**config.mk**
```make
export PLATFORM = sky130hd
export DESIGN_NAME = adder_bank_sched
export DESIGN_NICKNAME = d
export VERILOG_FILES = /design/src/rtl/adder_bank_sched_pkg.sv /design/src/rtl/adder_bank_sched_delay_line.sv /design/src/rtl/adder_bank_sched.sv
export SDC_FILE = /design/constraint.sdc
export NUM_CORES = 1
export LEC_CHECK = 0
export ABC_CLOCK_PERIOD_IN_PS = 4100
export CORE_ASPECT_RATIO = 0.6
export CORE_UTILIZATION = 40
export DETAILED_ROUTE_END_ITERATION = 8
export PLACE_DENSITY = 0.76
export SLEW_MARGIN = 20
export SYNTH_ARGS = -nofsm -noshare
export SYNTH_HDL_FRONTEND = slang
export SYNTH_HIERARCHICAL = 1
export SYNTH_SLANG_ARGS = --single-unit
```
**constraint.sdc**
```tcl
create_clock -name clk -period 4.1 [get_ports clk]
set_clock_uncertainty 0.1 [all_clocks]
set_input_delay 0.615 -clock clk [delete_from_list [all_inputs] [get_ports clk]]
set_output_delay 0.615 -clock clk [all_outputs]
set_load 0.01 [all_outputs]
```
**src/rtl/adder_bank_sched_pkg.sv**
```systemverilog
// Shared types and defaults for the adder bank scheduler.
// State encoding, default geometry and pipeline depth helper.
package adder_bank_sched_pkg;

  typedef enum logic [2:0] {
    IDLE,
    ISSUE,
    DRAIN,
    CHECK,
    DONE
  } state_t;

  localparam int DEF_NBLK     = 8;
  localparam int DEF_NLAYER   = 4;
  localparam int DEF_MAX_ITER = 8;
  localparam int DEF_RD_LAT   = 1;
  localparam int DEF_ADD_LAT  = 1;

  function automatic int pipe_depth(
    input int rd_lat,
    input int add_lat
  );
    return rd_lat + add_lat;
  endfunction

endpackage

```
**src/rtl/adder_bank_sched_delay_line.sv**
```systemverilog
// Depth-PIPE shift register of {valid, addr} with sync clear.
// Aligns write-back strobes with the read/adder pipeline.
module sched_delay_line #(
  parameter int DEPTH = 2,
  parameter int AW    = 3
) (
  input  logic          clk,
  input  logic          rst,
  input  logic          i_clr,
  input  logic          i_valid,
  input  logic [AW-1:0] i_addr,
  output logic          o_valid,
  output logic [AW-1:0] o_addr
);

  logic [DEPTH-1:0] r_valid;
  logic [AW-1:0]    r_addr [DEPTH];

  always_ff @(posedge clk) begin
    if (rst || i_clr) begin
      r_valid <= '0;
      for (int i = 0; i < DEPTH; i++) begin
        r_addr[i] <= '0;
      end
    end else begin
      r_valid[0] <= i_valid;
      r_addr[0]  <= i_addr;
      for (int i = 1; i < DEPTH; i++) begin
        r_valid[i] <= r_valid[i-1];
        r_addr[i]  <= r_addr[i-1];
      end
    end
  end

  assign o_valid = r_valid[DEPTH-1];
  assign o_addr  = r_addr[DEPTH-1];

endmodule

```
**src/rtl/adder_bank_sched.sv**
```systemverilog
// Layered LDPC decode-loop sequencer for the adder bank.
// Define ADDER_SCHED_EARLY_TERM_EN to stop on parity success.
module adder_bank_sched
  import adder_bank_sched_pkg::*;
#(
  parameter int NBLK     = DEF_NBLK,
  parameter int NLAYER   = DEF_NLAYER,
  parameter int MAX_ITER = DEF_MAX_ITER,
  parameter int RD_LAT   = DEF_RD_LAT,
  parameter int ADD_LAT  = DEF_ADD_LAT,
  parameter int BW       = $clog2(NBLK),
  parameter int LW       = $clog2(NLAYER),
  parameter int IW       = $clog2(MAX_ITER) + 1
) (
  input  logic          clk,
  input  logic          rst,
  input  logic          start,
  input  logic          abort,
  input  logic          parity_ok,
  output logic          rd_en,
  output logic [BW-1:0] rd_addr,
  output logic [LW-1:0] layer,
  output logic          first_iter,
  output logic          wr_en,
  output logic [BW-1:0] wr_addr,
  output logic          busy,
  output logic          done,
  output logic          converged,
  output logic [IW-1:0] iter_cnt
);

  localparam int PIPE = pipe_depth(RD_LAT, ADD_LAT);
  localparam int DW   = (PIPE > 1) ? $clog2(PIPE) : 1;

  localparam logic [BW-1:0] LAST_BLK = BW'(NBLK - 1);
  localparam logic [LW-1:0] LAST_LYR = LW'(NLAYER - 1);
  localparam logic [IW-1:0] LAST_IT  = IW'(MAX_ITER - 1);
  localparam logic [DW-1:0] LAST_DRN = DW'(PIPE - 1);

  state_t        r_state;
  state_t        w_next;
  logic [BW-1:0] r_rd_addr;
  logic [DW-1:0] r_dcnt;
  logic [LW-1:0] r_layer;
  logic [IW-1:0] r_iter;
  logic          r_conv;

  logic w_flush;
  logic w_go;
  logic w_last_blk;
  logic w_last_drn;
  logic w_last_lyr;
  logic w_term;
  logic w_conv_nxt;

  assign w_flush    = abort && (r_state != IDLE);
  assign w_go       = start && !abort;
  assign w_last_blk = (r_rd_addr == LAST_BLK);
  assign w_last_drn = (r_dcnt == LAST_DRN);
  assign w_last_lyr = (r_layer == LAST_LYR);

`ifdef ADDER_SCHED_EARLY_TERM_EN
  assign w_term     = (r_iter == LAST_IT) || parity_ok;
  assign w_conv_nxt = parity_ok;
`else
  logic w_unused_parity;
  assign w_unused_parity = parity_ok;
  assign w_term          = (r_iter == LAST_IT);
  assign w_conv_nxt      = 1'b0;
`endif

  always_ff @(posedge clk) begin
    if (rst) begin
      r_state <= IDLE;
    end else begin
      r_state <= w_next;
    end
  end

  always_comb begin
    w_next = r_state;
    unique case (r_state)
      IDLE: begin
        if (w_go) w_next = ISSUE;
      end
      ISSUE: begin
        if (abort)           w_next = IDLE;
        else if (w_last_blk) w_next = DRAIN;
      end
      DRAIN: begin
        if (abort)           w_next = IDLE;
        else if (w_last_drn) w_next = w_last_lyr ? CHECK : ISSUE;
      end
      CHECK: begin
        if (abort)       w_next = IDLE;
        else if (w_term) w_next = DONE;
        else             w_next = ISSUE;
      end
      DONE:    w_next = IDLE;
      default: w_next = IDLE;
    endcase
  end

  always_comb begin
    rd_en = 1'b0;
    busy  = 1'b1;
    done  = 1'b0;
    unique case (r_state)
      IDLE:    busy  = 1'b0;
      ISSUE:   rd_en = 1'b1;
      DONE:    done  = 1'b1;
      default: ;
    endcase
  end

  // Abort leaves layer/iter visible; the next start clears them.
  always_ff @(posedge clk) begin
    if (rst) begin
      r_rd_addr <= '0;
      r_dcnt    <= '0;
      r_layer   <= '0;
      r_iter    <= '0;
      r_conv    <= 1'b0;
    end else if (w_flush) begin
      r_rd_addr <= '0;
      r_dcnt    <= '0;
    end else begin
      unique case (r_state)
        IDLE: begin
          if (w_go) begin
            r_rd_addr <= '0;
            r_dcnt    <= '0;
            r_layer   <= '0;
            r_iter    <= '0;
            r_conv    <= 1'b0;
          end
        end
        ISSUE: begin
          if (w_last_blk) r_rd_addr <= '0;
          else            r_rd_addr <= r_rd_addr + BW'(1);
        end
        DRAIN: begin
          if (w_last_drn) begin
            r_dcnt <= '0;
            if (!w_last_lyr) r_layer <= r_layer + LW'(1);
          end else begin
            r_dcnt <= r_dcnt + DW'(1);
          end
        end
        CHECK: begin
          if (w_term) begin
            r_conv <= w_conv_nxt;
          end else begin
            r_iter  <= r_iter + IW'(1);
            r_layer <= '0;
          end
        end
        default: ;
      endcase
    end
  end

  sched_delay_line #(
    .DEPTH (PIPE),
    .AW    (BW)
  ) u_wb_dly (
    .clk     (clk),
    .rst     (rst),
    .i_clr   (w_flush),
    .i_valid (rd_en),
    .i_addr  (r_rd_addr),
    .o_valid (wr_en),
    .o_addr  (wr_addr)
  );

  assign rd_addr    = r_rd_addr;
  assign layer      = r_layer;
  assign iter_cnt   = r_iter;
  assign converged  = r_conv;
  assign first_iter = (r_iter == '0);

endmodule

```
==> metrics.md, run 1 <==
| Metric | Value |
|---|---|
| Status | finished, final reports clean |
| Max Freq | about 0.42 GHz |
| Vias in the first global route | 709 |
| Slew HR | 49.9% |
| Row cnt | 14 |
| Drt pass-1 iters | 4 |
| Final setup violation count | 0 |
| Slowest-stage cell, CP | clkdlybuf4s50_1 |
| GR Overflow Total | 0 |
| Sequential share of the synthesized area | 37.7% |
| Power per Cell Area | 435 nW/um2 |
| Share of cells above drive strength 1 | 12.0% |
| Worst Path Class, Setup | reg2out |
| Final worst-path cycle share | between 50% and 60% |
| Vias | 859 |
| Worst setup EP type | output pin |
| Max-Cap Viols | 0 |
| Dpl hpwl | around 1500 um |
| Mapped Nets | 128 |
| Sequential power share | 44.7% |
| Fin. max-slew vios | 0 |
| Initial Util | 43.3% |
| Sw Ratio | between 30% and 40% |
| Final nets | 144 |
| Clk root buf | clkbuf_8 |
| Slew @ Worst Pin | 0.749 ns |
| Synth area leader | dfxtp_1 |
| CP max FO | 14 |
| Die Ht | 42.9 um |
| Post-layout min period | 2.39 ns |
| Num ports | 23 |
| Top post-synthesis cells by area | dfxtp_1 38%, nor3b_2 9.0%, ha_1 5.6%, nor2_1 3.4%, a21oi_1 3.1% |
| WL/cell | around 13 um |
| Buffer levels on the longest clock path | 2 |
| Worst-skew pair later-pin latency | 0.26 ns |
| Port Buffers | 20 |
| Synth warn | 6 |
| Required @ worst endpoint | 3.38 ns |
| Post-synth top area share | 37.7% |
| Die Area | 3010 um2 |
| Resized Gates After CTS | 0 |
| Vias per cell | 5.21 |
| Worst EP arrival | about 1.7 ns |
| Seq cells post-synth | 21 |
| Core ar. | 2570 um2 |
| CTS buffer count | 3 |
| P&R area growth vs syn | 19.3% |
| Initial antenna violation count | 0 |
| Ant. Diodes | 0 |
| CTS Hold Buffers Added | 0 |
| Cell area after synthesis | 1120 um2 |
| Routability cong. | about 0.77 |
| Worst path bufs/invs | 2 |
| First-pass GRT wire length | 3290 um |
| DRT Wirelength | 2070 um |
| Sum Neg Setup Slack | 0 ns |
| Mapped Avg Cell Area | approximately 9.5 um2 |
| Die width | 70.2 um |
| Worst vdd ir | 0.177 mV |
| Power share of the combinational group | 32.3% |
| RSZ-0062 raised after global routing | false |
| Critical path's top delay family | buffers and inverters |
| Post-CTS setup buffers | 0 |
| Pint | 387 uW |
| Post-Synthesis Cells | roughly 120 |
| Reg clk slew, reported paths | 0.08 ns |
| Slowest stage delay, CP | 0.49 ns |
| Hold/Removal Path Class | reg2reg |
| Clk sinks | 21 |
| H-tree depth | 1 |
| Initial DRC count | 37 |
| Clock power share | 23.0% |
| Net Switching | 193 uW |
| TritonCTS clock tree | built |
| DRT antenna net count | 0 |
| Post-synthesis cell type count | 43 |
| Cell Chain, Critical Path | nor3_1, inv_1, clkdlybuf4s50_1 |
| Min Hold Slack | around 0.37 ns |
| DRC | 0 |
| Static Leak | approximately 0.5 nW |
| Largest net degree at the start of global routing | 17 |
| Global Route Usage Sum | about 14% |
| Critical Path Source Type | flip-flop |
| Final hold viol count | 0 |
-- routing by layer --
| metal | global-route usage [%] | share of wire, % |
|---|---|---|
| met4 | 3.60 | 0.48 |
| met1 | 19.9 | 54 |
| met5 | 0 | 0 |
| met3 | 5.23 | 2.8 |
| met2 | 20.0 | 42 |
-- per-stage QoR --
stage / instances / worst slack (ns) / instance area (um2) / total power [mW] / utilization [%]
after floorplan: 118 / 2.20 / 1120 / 0.392 / -
after detailed placement: 161 / 1.73 / 1290 / 0.447 / 50.0
final: 165 / 1.71 / 1330 / 0.580 / 51.7
after global routing: 165 / 1.59 / 1330 / 0.612 / 51.7
after CTS: 165 / 1.71 / 1330 / 0.583 / 51.7
after global placement: 161 / 1.78 / 1290 / 0.444 / 50.0
-- cell usage after synthesis, drive strengths merged --
library cell  count
a2111o            1
a211oi            1
a21boi            3
a21oi             7
a22oi             2
and2              1
and2b             1
and3              2
and3b             1
and4              1
and4bb            1
buf               8
clkbuf            2
conb              1
dfxtp            21
ha                5
inv               5
nand2             2
nand2b            2
nand3             3
nand3b            1
nor2             10
nor2b             5
nor3              4
nor3b            10
o21ai             6
o221a             1
o311ai            2
o41ai             1
or2               1
or3               2
or3b              1
or4b              2
xnor2             1
xor2              1
-- path summary, 6_finish.rpt --
kind | from | to | slack, ns | cells past startpoint
worst max-delay path | r_state[1]$_SDFFE_PP0P_ | busy | 1.71 | 3
worst min-delay path | u_wb_dly/r_addr[0][2]$_SDFF_PP0_ | u_wb_dly/r_addr[0][5]$_SDFF_PP0_ | 0.37 | 1
worst max register to register | rd_addr[0]$_SDFFE_PP0P_ | r_state[0]$_SDFFE_PP0P_ | 2.13 | 5
worst min register to register | u_wb_dly/r_addr[0][2]$_SDFF_PP0_ | u_wb_dly/r_addr[0][5]$_SDFF_PP0_ | 0.37 | 1
-- power groups by stage --
stage                     registers, mW  clock network, mW  logic [mW]
after floorplan                   0.247                  0       0.145
after global placement            0.260                  0       0.184
after detailed placement          0.262                  0       0.185
after CTS                         0.258              0.137       0.188
after global routing              0.264              0.144       0.204
final                             0.259              0.134       0.187
-- cells in the final DEF (no fill, tap or decap), types with 2 or more instances in the layout --
cell type	instances
nor2_1	10
nor2b_1	5
nor3b_1	2
a21boi_0	2
nand3_1	3
a22oi_1	2
clkdlybuf4s50_1	20
ha_1	5
and3_1	2
nor3_1	4
o311ai_0	2
or3_1	2
a21oi_1	7
inv_1	5
o21ai_0	5
dfxtp_1	21
nand2_1	2
clkbuf_8	3
nor3b_2	8
-- flip-flops by register name, indices dropped and copies added (netlist names) --
name	count
rd_addr	3
r_state	3
iter_cnt	4
layer	2
u_wb_dly/r_addr	6
u_wb_dly/r_valid	2
r_dcnt	1
-- layout make-up --
class / instances / area (um2)
fillers: 238 / 1240
multi-input cells: 82 / 599
flip-flops and latches: 21 / 420
repair buffers: 21 / 208
clock buffers: 4 / 45.0
well taps: 32 / 40.0
inverters: 5 / 18.8
-- logic make-up after synthesis --
kind of cell	Yosys count	synth area share (%)
flip-flops	21	37.7
buffers and inverters	15	8.63
adder cells (fa/ha/maj)	5	5.61
AND/OR/NAND/NOR	50	32.0
AO/OA/AOI/OAI	24	14.2
other	1	0.336
XOR/XNOR	2	1.57
Power figures use the tool's default switching activity.
==> inputs of run 2 (changes only) <==
ABC_CLOCK_PERIOD_IN_PS = 2400   (was 4100)
clock period = 2.4 ns   (was 4.1 ns; I/O delays follow)
==> run 2 against run 1 <==
  * Combinational power grew 76%
  * Total power grew 73%
  * Clock power increased by 73%
  * Worst hold slack better by 0.0016 ns
  * Final cell count rose by 1.2%
  * Global-route usage rose by 1.3 points
  * First-iteration DRC count up 46%
  * Die area stayed put
  * Worst setup slack lost 1.4 ns
  * Sequential power up 70%
  * Non-clock buffer count increased by 2
  * Critical path type unchanged
  * Largest cell class unchanged
==> metrics.md, run 2 (synthesis gave the netlist of run 1 again) <==
| Metric | Value |
|---|---|
| Status | finished, final reports clean |
| First-pass GRT wire length | ~3500 um |
| Slew @ Worst Pin | 0.527 ns |
| Final hold viol count | 0 |
| Commonest cells after routing, fill and taps aside | 21 x dfxtp_1, 20 x clkdlybuf4s50_1, 10 x nor2_1, 8 x nor3b_2, 7 x a21oi_1 |
| Final Cell Area | 1350 um2 |
| WL/cell | 12.9 um |
| Resized Gates After CTS | 0 |
| Sum Neg Setup Slack | 0 ns |
| Post-placement cell area | 1300 um2 |
| Reg-to-Reg Start | rd_addr[0]$_SDFFE_PP0P_ |
| Worst-skew pair later-pin latency | around 0.26 ns |
| Initial DRC count | 54 |
| Hold Path Depth | 1 |
| H-tree depth | 1 |
| Final nets | 146 |
| Slowest-stage cell, CP | clkdlybuf4s50_1 |
| Critical Path Source Type | flip-flop |
| Clk root buf | clkbuf_8 |
| Max reg flops | 6 |
| Hold EP | u_wb_dly/r_valid[1]$_SDFF_PP0_ |
| Worst Path Class, Setup | reg2out |
| Worst setup EP type | output pin |
| Hold/Removal Path Class | reg2reg |
| Fill cells | 235 |
| Initial antenna violation count | 0 |
| Static Leak | between 0.5 and 0.6 nW |
| Vias in the first global route | approximately 800 |
| CP max FO | 14 |
| Biggest register | u_wb_dly/r_addr |
| Die Ht | 42.9 um |
| Vias per cell | just over 5 |
| DRT Wirelength | 2150 um |
| Worst vdd ir | 0.387 mV |
| Share of cells above drive strength 1 | 14.1% |
| P&R area growth vs syn | 20.7% |
| Routability cong. | 0.788 |
| Required @ worst endpoint | 1.94 ns |
| Ant. Diodes | 0 |
| Fin. max-slew vios | 0 |
| Reg2reg path depth | 5 |
| Post-CTS setup buffers | 0 |
| TritonCTS clock tree | built |
| Final Worst Setup Slack | ~0.26 ns |
| Min Hold Slack | 0.373 ns |
| Final setup violation count | 0 |
| Vias | between 800 and 900 |
| Initial Util | 43.3% |
| CTS Hold Buffers Added | 0 |
| Max Freq | 0.468 GHz |
| FF-to-FF setup slack | 0.41 ns |
| Die Area | 3010 um2 |
| Max-Cap Viols | 0 |
| DRC | 0 |
| DRT antenna net count | 0 |
| Reg clk slew, reported paths | around 0.070 ns |
| Num ports | 23 |
| Slowest stage delay, CP | 0.49 ns |
| Final worst-path cycle share | 89.0% |
| Clk sinks | 21 |
| Core ar. | 2570 um2 |
| Drt pass-1 iters | 4 |
| Die width | approximately 70 um |
| Slew HR | 64.5% |
| Worst EP arrival | 1.68 ns |
| Reg-to-Reg End | r_state[0]$_SDFFE_PP0P_ |
| Global Route Usage Sum | 15.3% |
| Commonest non-fill, non-tap cell in the layout | dfxtp_1 |
| Power per Cell Area | 745 nW/um2 |
| Largest net degree at the start of global routing | 16 |
| Buffer levels on the longest clock path | 2 |
| Pre-CTS setup slack | 0.265 ns |
| Port Buffers | 20 |
| Row cnt | 14 |
| Hold wc startpoint | u_wb_dly/r_valid[0]$_SDFF_PP0_ |
| Cell Chain, Critical Path | nor3_1, inv_1, clkdlybuf4s50_1 |
| Dpl hpwl | 1600 um |
| Post-layout min period | 2.14 ns |
| RSZ-0062 raised after global routing | false |
| GR Overflow Total | 0 |
| CTS buffer count | 3 |
==> run 2: changes by cell type in the layout (fill, tap and decap cells not counted) <==
cell      previous run  this run
buf_4                1         3
clkbuf_1             1         0
clkinv_2             0         1
==> run 2: where the power goes <==
part | internal, mW | switching (mW) | total, mW
registers | 0.384 | 0.0567 | 0.441
clock network | 0.116 | 0.116 | 0.232
logic | 0.166 | 0.164 | 0.330
==> run 2: worst max-delay path: cells and delay by family, from the launching register on <==
family / cells / cell delay [ns]
flops: 1 / 0.43
simple gates: 1 / 0.39
buf+inv: 2 / 0.59
==> run 2: final cells by class <==
cell class | instances | area [um2] | share of cell area, %
tap | 32 | 40.0 | 2.97
sequential | 21 | 420 | 31.2
multi-input combinational | 82 | 599 | 44.5
inverter | 5 | 18.8 | 1.39
clock inverter | 1 | 5.00 | 0.371
timing repair buffer | 23 | 223 | 16.5
clock buffer | 3 | 41.3 | 3.06
==> run 2: per-layer routing <==
metal / wire (um) / global-route usage [%] / vias up
li1: - / - / 448
met1: 1070 / 18.8 / 396
met2: 975 / 25.0 / 19
met3: 93 / 5.70 / 2
met4: 13 / 5.20 / 0
met5: 0 / 0 / -
==> run 2: how the worst max path moves through the flow <==
| stage | depth (start not counted) | to | slack (ns) | startpoint |
|---|---|---|---|---|
| after floorplan | 5 | r_state[0]$_SDFFE_PP0P_ | 0.50 | rd_addr[0]$_SDFFE_PP0P_ |
| after global placement | 5 | layer[1]$_SDFFE_PP0P_ | 0.36 | abort |
| after detailed placement | 5 | layer[1]$_SDFFE_PP0P_ | 0.27 | abort |
| after CTS | 3 | busy | 0.25 | r_state[1]$_SDFFE_PP0P_ |
| after global routing | 3 | busy | 0.16 | r_state[1]$_SDFFE_PP0P_ |
| final | 3 | busy | 0.26 | r_state[1]$_SDFFE_PP0P_ |
==> run 2: metrics by stage <==
step	util (%)	total power, mW	instances
finish	52.3	1.00	167
global route	52.3	1.06	167
CTS	52.3	1.01	167
detailed placement	50.5	0.777	163
global placement	50.5	0.765	163
floorplan	-	0.670	118
